==> config.mk <==
export PLATFORM = sky130hd
export DESIGN_NAME = com_fifo
export DESIGN_NICKNAME = d
export VERILOG_FILES = /design/src/rtl/com_fifo.sv
export SDC_FILE = /design/constraint.sdc
export NUM_CORES = 1
export LEC_CHECK = 0
export ABC_AREA = 1
export CORE_MARGIN = 8
export CORE_UTILIZATION = 42
export CTS_CLUSTER_DIAMETER = 30
export DETAILED_ROUTE_END_ITERATION = 8
export SLEW_MARGIN = 20
export SYNTH_ARGS = -nofsm -noshare
export SYNTH_HDL_FRONTEND = slang
export SYNTH_SLANG_ARGS = --single-unit
==> constraint.sdc <==
create_clock -name clk -period 3 [get_ports clk]
set_clock_uncertainty 0.2 [all_clocks]
set_input_delay 0.45 -clock clk [delete_from_list [all_inputs] [get_ports clk]]
set_output_delay 0.45 -clock clk [all_outputs]
set_load 0.05 [all_outputs]
==> src/rtl/com_fifo.sv <==
// Byte buffering between the UART primitives and the serial device controller:
// RX/TX circular FIFOs, a transmit drain state machine, and COM interrupt flags.
module com_fifo #(
  parameter int unsigned DEPTH_LOG2 = 4
) (
  input  logic                  clk,
  input  logic                  rst,
  input  logic                  rxdReady_i,
  input  logic [7:0]            rxdData_i,
  input  logic                  txdBusy_i,
  output logic                  txdStart_o,
  output logic [7:0]            txdData_o,
  input  logic                  rxPop_i,
  output logic [7:0]            rxData_o,
  output logic                  rxValid_o,
  output logic [DEPTH_LOG2:0]   rxCount_o,
  input  logic                  txPush_i,
  input  logic [7:0]            txData_i,
  output logic                  txFull_o,
  output logic [DEPTH_LOG2:0]   txCount_o,
  output logic                  overrun_o,
  input  logic                  clrOverrun_i,
  output logic                  int_o
);

  localparam int unsigned DEPTH = 1 << DEPTH_LOG2;

  typedef logic [DEPTH_LOG2-1:0] ptr_t;
  typedef logic [DEPTH_LOG2:0]   cnt_t;

  localparam cnt_t FULL_CNT = cnt_t'(DEPTH);

  typedef enum logic [1:0] {
    IDLE,
    START,
    WAIT_HI,
    WAIT_LO
  } tx_state_t;

  tx_state_t state, state_nx;

  logic [7:0] rx_mem [DEPTH];
  logic [7:0] tx_mem [DEPTH];
  ptr_t       rx_wr, rx_rd, tx_wr, tx_rd;
  cnt_t       rx_cnt, tx_cnt;
  logic       overrun;

  logic rx_full, rx_empty, rx_push, rx_pop, rx_drop;
  logic tx_full, tx_empty, tx_push, tx_pop;

  always_comb begin
    rx_full  = (rx_cnt == FULL_CNT);
    rx_empty = (rx_cnt == '0);
    tx_full  = (tx_cnt == FULL_CNT);
    tx_empty = (tx_cnt == '0);
    rx_pop   = rxPop_i && !rx_empty;
    // A pop on a full FIFO frees the slot the simultaneous push lands in.
    rx_push  = rxdReady_i && (!rx_full || rxPop_i);
    rx_drop  = rxdReady_i && rx_full && !rxPop_i;
    tx_pop   = (state == START);
    tx_push  = txPush_i && (!tx_full || tx_pop);
  end

  always_ff @(posedge clk) begin
    if (rx_push) rx_mem[rx_wr] <= rxdData_i;
    if (tx_push) tx_mem[tx_wr] <= txData_i;
  end

  always_ff @(posedge clk or posedge rst) begin
    if (rst) begin
      rx_wr   <= '0;
      rx_rd   <= '0;
      rx_cnt  <= '0;
      tx_wr   <= '0;
      tx_rd   <= '0;
      tx_cnt  <= '0;
      overrun <= 1'b0;
    end else begin
      if (rx_push) rx_wr <= rx_wr + ptr_t'(1);
      if (rx_pop)  rx_rd <= rx_rd + ptr_t'(1);
      rx_cnt <= rx_cnt + cnt_t'(rx_push) - cnt_t'(rx_pop);
      if (tx_push) tx_wr <= tx_wr + ptr_t'(1);
      if (tx_pop)  tx_rd <= tx_rd + ptr_t'(1);
      tx_cnt <= tx_cnt + cnt_t'(tx_push) - cnt_t'(tx_pop);
      if (rx_drop)
        overrun <= 1'b1;
      else if (clrOverrun_i)
        overrun <= 1'b0;
    end
  end

  always_ff @(posedge clk or posedge rst) begin
    if (rst) state <= IDLE;
    else     state <= state_nx;
  end

  // After reset the FSM starts in IDLE, so a byte still on the line holds
  // off the next start through the busy check.
  always_comb begin
    state_nx = state;
    unique case (state)
      IDLE:    if (!tx_empty && !txdBusy_i) state_nx = START;
      START:   state_nx = WAIT_HI;
      WAIT_HI: if (txdBusy_i) state_nx = WAIT_LO;
      WAIT_LO: if (!txdBusy_i) state_nx = IDLE;
      default: state_nx = IDLE;
    endcase
  end

  always_comb begin
    txdStart_o = tx_pop;
    txdData_o  = tx_pop ? tx_mem[tx_rd] : '0;
    rxValid_o  = !rx_empty;
    rxData_o   = rx_empty ? '0 : rx_mem[rx_rd];
    rxCount_o  = rx_cnt;
    txCount_o  = tx_cnt;
    txFull_o   = tx_full;
    overrun_o  = overrun;
    int_o      = !rx_empty || overrun;
  end

endmodule

After elaboration in Yosys (flattened, before gate mapping)
Memories as Yosys holds them, arrays and structs flattened.
Cells that the tools add are included.
{"block": "op_classes", "n_addsub": 8, "n_eq_ne": 8, "mux": 12, "n_reduce_logical": 20}
{"op": "$add A4 B1 Y4 const B", "n": 4}
{"op": "$mux W8", "n": 2}
{"op": "$add A5 B1 Y5", "n": 2}
{"op": "$eq A5 B5 Y1 const B", "n": 2}
{"op": "$logic_not A5 Y1", "n": 2}
{"op": "$sub A5 B1 Y5", "n": 2}
{"op": "$pmux W2 S4", "n": 1}
{"op": "$logic_and A1 B1 Y1", "n": 6}
{"op": "$logic_not A1 Y1", "n": 6}
{"op": "$mux W1", "n": 6}
{"op": "$mux W2", "n": 3}
{"op": "$ne A2 B2 Y1 const B", "n": 3}
{"op": "$eq A2 B2 Y1 const B", "n": 2}
{"op": "$logic_or A1 B1 Y1", "n": 3}
{"op": "$reduce_and A3 Y1", "n": 1}
{"op": "$eq A2 B1 Y1 const B", "n": 1}
{"op": "$logic_not A2 Y1", "n": 1}
{"op": "$reduce_bool A2 Y1", "n": 1}
{"block": "word_totals", "register_bits": 29, "ramBits": 256, "input_bits": 23, "out_inout_bits": 31, "word_cells": 58, "mem_count": 2}
{"name": "rx_mem", "depth": 16, "word_bits": 8, "read_ports": 1, "rd_ports_with_merged_regs": 0, "write_ports": 1, "line": "42", "rtl": "logic [7:0] rx_mem [DEPTH];"}
{"name": "tx_mem", "depth": 16, "word_bits": 8, "read_ports": 1, "rd_ports_with_merged_regs": 0, "write_ports": 1, "line": "43", "rtl": "logic [7:0] tx_mem [DEPTH];"}

Depth between registers and ports, before layout
Gate-level depths: netlist of the first run.
{"block": "logic_depth", "depth_word": 6, "depth_mapped": 14, "ltp_nobuf": 14}

Worst setup path after synthesis of the first run
OpenSTA, ideal clock, no wires.
{"block": "synth_timing", "path_type": "register to output", "from": "register rx_cnt[2], in the netlist rxCount_o[2]", "to": "output port rxData_o[0]", "t_arrival_ns": 2.637, "required_time_ns": 2.350, "path_slack_ns": -0.287, "stages_incl_launch_ff": 7, "n_path_buf": 0, "cell_sequence": "dfrtp_1 -> inv_1 -> ha_1 -> nor3b_2 -> nand2_1 -> clkinv_1 -> a21oi_1"}
{"block": "synth_via", "elab_chain_cells": 2}
{"element": "from (decl)", "line": "45", "rtl": "cnt_t rx_cnt, tx_cnt;"}
{"element": "from (signal assigned)", "line": "81", "rtl": "rx_cnt <= rx_cnt + cnt_t'(rx_push) - cnt_t'(rx_pop);"}
{"element": "$logic_not A5 Y1", "line": "53", "rtl": "rx_empty = (rx_cnt == '0);"}
{"element": "$mux W8", "line": "114", "rtl": "rxData_o = rx_empty ? '0 : rx_mem[rx_rd];"}
{"element": "to (decl)", "line": "14", "rtl": "output logic [7:0] rxData_o,"}
Every way passes these cells.

Worst setup path in the final report of the first run
{"block": "layout_timing", "from": "register tx_rd[0]", "to": "output port txdData_o[2]"}
{"block": "layout_via", "elab_chain_cells": 2}
{"element": "from (decl)", "line": "44", "rtl": "ptr_t rx_wr, rx_rd, tx_wr, tx_rd;"}
{"element": "from (signal assigned)", "line": "83", "rtl": "if (tx_pop) tx_rd <= tx_rd + ptr_t'(1);"}
{"element": "$mem_v2 Z16 W8"}
{"element": "$mux W8", "line": "112", "rtl": "txdData_o = tx_pop ? tx_mem[tx_rd] : '0;"}
{"element": "to (decl)", "line": "12", "rtl": "output logic [7:0] txdData_o,"}
Every way passes these cells.

==> results of run 1 <==
==> worst reg2reg max path, delay by kind of cell (launching register included) <==
| family | cells | cell delay, ps |
|---|---|---|
| adders and majority gates | 4 | 1030 |
| and+or+nand+nor | 5 | 580 |
| DFF | 1 | 420 |
| buffers and inverters | 3 | 210 |
| AOI/OAI and AO/OA | 1 | 170 |
| xor gates and xnor gates | 1 | 150 |
==> routing by layer <==
| metal | routed length (um) | part of all wire [%] | track usage, % |
|---|---|---|---|
| met4 | 851 | 3.0 | 6.394 |
| met3 | 1362 | 4.7 | 3.120 |
| met5 | 0 | 0 | 0 |
| met1 | 12580 | 44 | 20.44 |
| met2 | 14040 | 49 | 27.58 |
==> power groups by stage <==
stage                     Sequential, W  Clock [W]  Combinational, W
after global routing            0.00524    0.00702           0.00735
final                           0.00519    0.00670           0.00672
after global placement          0.00522          0           0.00654
after CTS                       0.00517    0.00680           0.00666
after floorplan                 0.00540          0           0.00400
after detailed placement        0.00524          0           0.00659
==> cells by family (layout without fill, tap and decap cells) <==
kind of cell | after synthesis | after routing | share of synthesized area (%)
AND/OR/NAND/NOR | 626 | 626 | 21.03
buffers and inverters | 156 | 322 | 5.404
adder cells (fa/ha/maj) | 29 | 29 | 3.056
flip-flops | 285 | 285 | 68.05
multiplexers | 1 | 1 | 0.08097
AO/OA/AOI/OAI | 29 | 29 | 1.174
XOR/XNOR | 17 | 17 | 1.204
==> flip-flops by register name, summed over array words and instances (netlist names) <==
signal     flops
rxCount_o      5
overrun_o      1
state          2
tx_wr          4
rx_rd          4
tx_rd          4
rx_wr          4
txCount_o      5
tx_mem       128
rx_mem       128
==> cell usage after synthesis <==
library cell and n:
nand3_1 185, clkinv_1 3, clkbuf_1 8, a21oi_1 20, o21ai_0 8, nor3_1 2
mux2i_1 1, buf_4 14, fa_1 2, inv_1 101, o21ai_1 1, xnor2_1 3
edfxtp_1 256, dfrtp_1 29, nor2_2 1, ha_1 27, nand4_1 1, nand2_1 398
xor2_1 14, nor2_1 37, nor3b_2 1, buf_2 24, inv_2 3, nor4_1 1
buf_1 3
==> layout make-up <==
class	instances	area (um^2)	share of cell area [%]
clock buffers	63	1491	9.373
clock inverters	49	610.6	3.837
inverters	107	417.9	2.626
repair buffers	103	1137	7.148
multi-input cells	702	3348	21.04
flip-flops and latches	285	8418	52.91
well taps	390	488.0	3.067
==> per-stage QoR <==
step           cells  power [W]  TNS [ps]
2_1_floorplan   1143   0.009393         0
3_3_place_gp    1587    0.01175         0
3_5_place_dp    1587    0.01182         0
4_1_cts         1699    0.01863    -41.64
5_1_grt         1699    0.01961    -21.94
6_report        1699    0.01860         0
==> worst max-delay path by stage <==
stage	start	endpoint	cells past startpoint
2_1_floorplan	state[1]$_DFFE_PP0P_	txCount_o[4]$_DFF_PP0_	12
3_3_place_gp	rxPop_i	rxCount_o[4]$_DFF_PP0_	11
3_5_place_dp	rxCount_o[2]$_DFF_PP0_	rxCount_o[4]$_DFF_PP0_	14
4_1_cts	rxCount_o[2]$_DFF_PP0_	rxData_o[6]	7
5_1_grt	rxCount_o[2]$_DFF_PP0_	rxCount_o[4]$_DFF_PP0_	14
6_report	tx_rd[0]$_DFFE_PP0N_	txdData_o[2]	9
==> timing repair <==
item                                    4_1_cts  5_1_grt
endpoints found under the setup margin       15       17
setup buffers                                 0        0
pin swaps                                     0        2
hold buffers                                  0        0
resized for setup                             6       25
==> flow_summary.toml, run 1 <==
[run_status]
outcome = "completed"

[critical_path]
cp-end-kind = "output port"
path_cells = "inv_8 > buf_12 > nand2_1 > nand2_1 > nand2_1 > nand3_1 > nand3_1 > a21oi_1 > buf_12"
worstPathArrival_ps = 2240
crit_family = "buffers and inverters"
critPathMostFrequentCell = "nand2_1"
start_kind = "register"
rrSetupSlack_ps = 160
reg2regPathDepth = 14
path_buf_inv = 3
crit_type = "register to output port"
cpPeakStageDelay_ps = 460
crit_path_top_delay_cell = "dfrtp_2"
crit_path_max_fanout = 24
worstReg2RegStart = "rxCount_o[2]$_DFF_PP0_"
critPathRequiredTime_ps = 2350
r2r-end = "rxCount_o[4]$_DFF_PP0_"

[pwr]
power_switching_w = 0.006784
pwr-share-comb_pct = 36.1
sw_frac_of_total_pct = 36.47
p_clk_share_pct = 36.0
irDropWorstVdd_mv = 0.7808
p_per_area_mw_per_mm2 = 1169
p_int_w = 0.01182
total_leakage_power_nw = 6.520
seq_power_share_pct = 27.9

[floorplanning]
die_area_mm2 = 0.03518
io_pins = 54
core_mm2 = 0.02932
num_rows = 63
start_util_pct = 42.16
die_h_um = 187.6
die_x_um = 187.6

[yosys]
ys_types = 25
postSynthCellCount = 1143
ys_ff_latch = 285
yosys-top-cells-area = "edfxtp_1 (62%), nand2_1 (12%), nand3_1 (7.5%), dfrtp_1 (5.9%), inv_1 (3.1%)"
synth.avg_cell_area_um2 = 10.82
yosysTopAreaCell = "edfxtp_1"
syn_area_mm2 = 0.01236
synth_top_area_share_pct = 62.18
syn-num-nets = 1195
yosysSeqAreaShare_pct = 68.05
ys_warn_count = 0

[detailed_routing]
drc = 0
antenna_left = 0
post_drt_wl_per_cell_um = 16.97
via_per_inst = 4.882
wirelength_um = 28830
dr_total_vias = 8294
drt_iter0_markers = 518
drt_pass1_iterations = 5

[final_layout]
area_growth_pct = 28.70
final_util_pct = 54.26
fillCellCount = 2505
drive_gt1_share_pct = 15.05
fin_area_mm2 = 0.01591
final_common_cell = "nand2_1"
layout_common_cells = "nand2_1 (396), edfxtp_1 (256), nand3_1 (185), inv_1 (100), clkbuf_16 (59)"
n_antenna_cell = 0
nNetsFinal = 1310

[sta]
tightest_slew_ps = 782.8
slew_headroom_pct = 47.65
hold_viol = 0
slew_violations = 0
worst_slack_ps = 109.4
min_period_over_period_pct = 96.35
finalSetupViolCount = 0
fin_hold_ws_ps = 69.24
fin_crit_ps = 2891
fmax_mhz = 345.9

[clock_network]
clock-sinks = 285
clock_latency_ps = 580
cts.root.buffer_cell = "clkbuf_16"
cts_buffers = 59
clk_pin_slew_ps = 50
htree_levels = 2
cts_max_path_buffers = 3
cts_tree = "done"

[placed_design]
place_area_mm2 = 0.01371
pre_cts_ws_ps = 121.4
routabilityCongestion = 0.7705
hpwl_um = 17720
numPortBuffers = 53

[global_route]
grt_max_degree = 67
grt.total_usage_pct = 16.31
grt_antenna_before_repair = 0
grt-ovfl-total = 0
grt_pass1_vias = 8245
grt_pass1_wl_um = 45380

[job]
max-cap-violations = 0

[worst_hold_path]
hold_path_class = "input port to asynchronous set/reset pin"
(Power assumes the default switching activity.)
==> run 2: changes to the inputs <==
CTS_BUF_LIST = sky130_fd_sc_hd__clkbuf_4   (was unset)
==> flow_summary.toml, run 2 (synthesis results as in run 1) <==
[floorplanning]
io_pins = 54
die_h_um = 187.6
start_util_pct = 42.16
num_rows = 63
die_x_um = 187.6
core_mm2 = 0.02932
die_area_mm2 = 0.03518

[job]
max-cap-violations = 0

[detailed_routing]
dr_total_vias = 8553
post_drt_wl_per_cell_um = 17.16
drt_pass1_iterations = 4
drt_iter0_markers = 474
drc = 0
antenna_left = 0
via_per_inst = 4.887
wirelength_um = 30030

[global_route]
met2_usage_pct = 28.29
grt_max_degree = 48
grt-ovfl-total = 0
grt_busiest_layer = "met2"
grt_antenna_before_repair = 1
grt.total_usage_pct = 16.55
grt_util_met1_pct = 19.85
grt_pass1_vias = 8432
grtUsageMet3_pct = 3.418
grt_pass1_wl_um = 45800

[clock_network]
cts_buffers = 79
htree_levels = 3
cts.root.buffer_cell = "clkbuf_4"
clock_latency_ps = 700
clock-sinks = 285
clk_pin_slew_ps = 60
cts_tree = "done"
cts_max_path_buffers = 3

[worst_hold_path]
hold_path_class = "input port to register"
hp-start = "clrOverrun_i"

[placed_design]
place_area_mm2 = 0.01371
numPortBuffers = 53
hpwl_um = 17720
routabilityCongestion = 0.7705

[sta]
min_period_over_period_pct = 98.71
slew_headroom_pct = 45.90
slew_violations = 0
rsz0062_at_grt = "yes"
finalSetupViolCount = 0
tightest_slew_ps = 809.0
fin_hold_ws_ps = 120.2
fmax_mhz = 337.7
fin_crit_ps = 2961
hold_viol = 0

[critical_path]
start_kind = "register"
critPathMostFrequentCell = "nand3_1"
worstReg2RegStart = "rxCount_o[2]$_DFF_PP0_"
path_buf_inv = 3
worstPathArrival_ps = 2310
cpPeakStageDelay_ps = 520
critPathRequiredTime_ps = 2350
crit_path_top_delay_cell = "dfrtp_2"
crit_family = "flip-flops"
crit_path_start = "tx_rd[0]$_DFFE_PP0N_"
cp-end-kind = "output port"
crit_path_max_fanout = 23
crit_type = "register to output port"
path_cells = "clkinv_8 > buf_12 > nand2_1 > nand3_1 > nand3_1 > nand3_1 > a21oi_2 > buf_12"

[final_layout]
layout_common_cells = "nand2_1 (387), edfxtp_1 (256), nand3_1 (167), clkbuf_4 (112), inv_1 (100)"
fillCellCount = 2624
final_util_pct = 52.42
nNetsFinal = 1351
seq_area_mm2 = 0.008418
fin_area_mm2 = 0.01537
drive_gt1_share_pct = 20.01
multiInputGateArea_mm2 = 0.003498
final_common_cell = "nand2_1"
reg_top3 = "rx_mem: 128 flops, tx_mem: 128 flops"
area_growth_pct = 24.33

[pwr]
total_leakage_power_nw = 6.349
irDropWorstVdd_mv = 0.5776
p_per_area_mw_per_mm2 = 1062

[run_status]
outcome = "completed"
run 2: cell count changes in the layout (fill, tap and decap cells not counted), sizes merged, moves of 3 or more:
cell | before | now
bufinv | 11 | 3
dlygate4sd2 | 0 | 3
clkinvlp | 11 | 1
clkbuf | 63 | 117
buf | 67 | 81
dlymetal6s2s | 3 | 0
run 2: layout make-up:
class                      instances  area share (%)
timing repair buffer             123           9.613
inverter                         107           2.784
tap                              390           3.175
antenna                            1         0.01628
multi-input combinational        702           22.76
clock inverter                    29           1.359
clock buffer                     112           5.470
sequential                       285           54.77
timing repair inverter             1         0.05698
run 2: path summary, 6_finish.rpt:
check	slack (ps)	cells past startpoint	endpoint
max	40	8	txdData_o[3]
min	120	2	overrun_o$_DFFE_PP0P_
max reg2reg	170	14	rxCount_o[4]$_DFF_PP0_
min reg2reg	340	2	rx_wr[3]$_DFFE_PP0P_
max in group asynchronous	1730	4	tx_wr[3]$_DFFE_PP0P_
min in group asynchronous	520	4	rx_rd[1]$_DFFE_PP0P_
run 2: stage by stage:
step	power (W)	instances	TNS [ps]	worst slack [ps]
after global placement	0.01175	1587	0	239.3
final	0.01633	1750	0	38.64
after CTS	0.01587	1736	0	4.682
after detailed placement	0.01182	1587	0	121.4
after global routing	0.01734	1750	-515.2	-89.46
after floorplan	0.009393	1143	0	2.244
run 2: what timing repair did:
| item | in CTS | in global routing |
|---|---|---|
| cloned | 3 | 6 |
| buffers inserted | 4 | 8 |
| hold buffers | 1 | 0 |
| setup endpoints to repair | 19 | 17 |
| hold endpoints to repair | 29 | 0 |
| resized for setup | 33 | 47 |
| pin swaps | 2 | 21 |
run 2: routing by layer:
layer / part of all wire [%] / up-vias
li1: - / 4190
met5: 0 / -
met3: 5.2 / 61
met2: 50 / 260
met1: 42 / 4042
met4: 2.7 / 0
run 2: power by group:
part	internal, W	switching [W]
Sequential	0.00488	0.000325
Clock	0.00200	0.00161
Combinational	0.00287	0.00465
Total	0.00975	0.00658
==> run 3: changes to the inputs <==
CORE_UTILIZATION = 50   (was 42)
GPL_ROUTABILITY_DRIVEN = 0   (was unset)
PLACE_DENSITY = 0.68   (was unset)
==> flow_summary.toml, run 3 (synthesis results as in run 1) <==
[run_status]
outcome = "completed"

[clock_network]
cts_buffers = 79
clock-sinks = 285
clock_latency_ps = 680
cts.root.buffer_cell = "clkbuf_4"
htree_levels = 3
cts_tree = "done"
clk_pin_slew_ps = 60
cts_max_path_buffers = 3

[sta]
slew_violations = 0
setup_tns_ps = 0
hold_viol = 0
tightest_slew_ps = 740.2
rsz0062_at_grt = "yes"
slew_headroom_pct = 50.50
fin_crit_ps = 2903
finalSetupViolCount = 0
fin_hold_ws_ps = 189.7
min_period_over_period_pct = 96.75
fmax_mhz = 344.5

[worst_hold_path]
hold_path_class = "input port to register"

[floorplanning]
die_h_um = 173.2
core_mm2 = 0.02432
die_x_um = 173.2
io_pins = 54
num_rows = 57
die_area_mm2 = 0.03001
start_util_pct = 50.84

[detailed_routing]
dr_total_vias = 8520
wirelength_um = 28410
drt_pass1_iterations = 5
drc = 0
antenna_left = 0
drt_iter0_markers = 696
via_per_inst = 5.084
post_drt_wl_per_cell_um = 16.95

[pwr]
p_per_area_mw_per_mm2 = 1053
total_power_w = 0.01589
total_leakage_power_nw = 6.278
irDropWorstVdd_mv = 0.5876

[final_layout]
drive_gt1_share_pct = 18.28
nNetsFinal = 1347
area_growth_pct = 22.03
layout_common_cells = "nand2_1 (394), edfxtp_1 (256), nand3_1 (182), clkbuf_4 (115), inv_1 (99)"
reg_top3 = "rx_mem: 128 flops, tx_mem: 128 flops"
final_util_pct = 62.04
final_common_cell = "nand2_1"

[global_route]
grt_max_degree = 67
grt_pass1_wl_um = 42970
grt-ovfl-total = 0
grt_antenna_before_repair = 1
grt_pass1_vias = 8442
grt.total_usage_pct = 17.94

[critical_path]
worstPathArrival_ps = 2250
crit_family = "buffers and inverters"
path_cells = "buf_4 > inv_2 > buf_8 > nand3_1 > nand3_1 > nand3_1 > a21oi_2 > buf_12"
crit_type = "register to output port"
cpPeakStageDelay_ps = 380
crit_path_top_delay_cell = "dfrtp_1"
start_kind = "register"
crit_path_max_fanout = 17
critPathMostFrequentCell = "nand3_1"
path_buf_inv = 4
critPathRequiredTime_ps = 2350
cp-end-kind = "output port"

[placed_design]
hpwl_um = 17550
numPortBuffers = 53

[job]
max-cap-violations = 0
[run 3: cell count changes in the layout (fill, tap and decap cells not counted), moves of 3 or more]
cell      previous run  this run
nand2_1            387       394
nand3_1            167       182
a21oi_4              4         1
nand3_2             18         3
clkbuf_4           112       115
buf_16               3         0
nand2_2             11         4
clkinv_1            15        10
a21oi_2             12        15
[run 3: final cells by class]
| cell class | instances | area [um^2] |
|---|---|---|
| Tap cell | 324 | 405.4 |
| Inverter | 107 | 440.4 |
| Antenna cell | 1 | 2.502 |
| Sequential cell | 285 | 8418 |
| Multi-Input combinational cell | 702 | 3381 |
| Fill cell | 1929 | 9233 |
| Timing Repair inverter | 1 | 5.005 |
| Clock buffer | 115 | 863.3 |
| Clock inverter | 22 | 148.9 |
| Timing Repair Buffer | 119 | 1423 |
[run 3: per-stage QoR]
| step | area, um^2 | setup slack, ps | instances |
|---|---|---|---|
| detailed placement | 13610 | 213.6 | 1523 |
| global placement | 13610 | 243.1 | 1523 |
| finish | 15090 | 97.40 | 1676 |
| CTS | 14710 | 12.76 | 1661 |
| floorplan | 12370 | 2.244 | 1143 |
| global route | 15090 | -28.78 | 1676 |
[run 3: worst register-to-register path: stages, from the launching register on]
cell and delay, ps:
dfrtp_2 410, inv_1 80, ha_1 150, nor3b_4 190, nand2_2 90, nand2_1 120
inv_1 100, ha_1 270, inv_1 40, ha_1 190, fa_1 400, a21oi_1 160
nor2_1 50, nor2_1 100, xor2_1 140
[run 3: power by group]
group	switching [W]	internal (W)	leakage, nW
Sequential	0.000292	0.00488	2.66
Clock	0.00152	0.00193	0.616
Combinational	0.00453	0.00273	3.01
[run 3: per-layer routing]
layer	track usage, %	share of wire (%)	up-vias
met2	31.33	51	286
met1	20.89	40	4009
met4	7.833	2.5	0
li1	-	-	4171
met3	4.117	6.4	54
met5	0	0	-
[run 3: path summary, 6_finish.rpt]
| check | start | to | slack [ps] | cells after the start |
|---|---|---|---|---|
| max | tx_rd[1]$_DFFE_PP0N_ | txdData_o[5] | 100 | 8 |
| min | clrOverrun_i | overrun_o$_DFFE_PP0P_ | 190 | 2 |
| max reg2reg | rxCount_o[3]$_DFF_PP0_ | rxCount_o[4]$_DFF_PP0_ | 220 | 14 |
| min reg2reg | rx_wr[2]$_DFFE_PP0P_ | rx_wr[2]$_DFFE_PP0P_ | 320 | 2 |
| max in group asynchronous | rst | rxCount_o[2]$_DFF_PP0_ | 1700 | 4 |
| min in group asynchronous | rst | tx_wr[1]$_DFFE_PP0P_ | 550 | 4 |
[run 3: repair_timing]
action | CTS | global route
setup endpoints to repair | 19 | 18
hold buffers | 1 | 0
endpoints found under the hold margin | 29 | 0
gates resized for setup | 24 | 35
pin swaps | 1 | 11
setup buffers | 0 | 4
cloned | 0 | 10
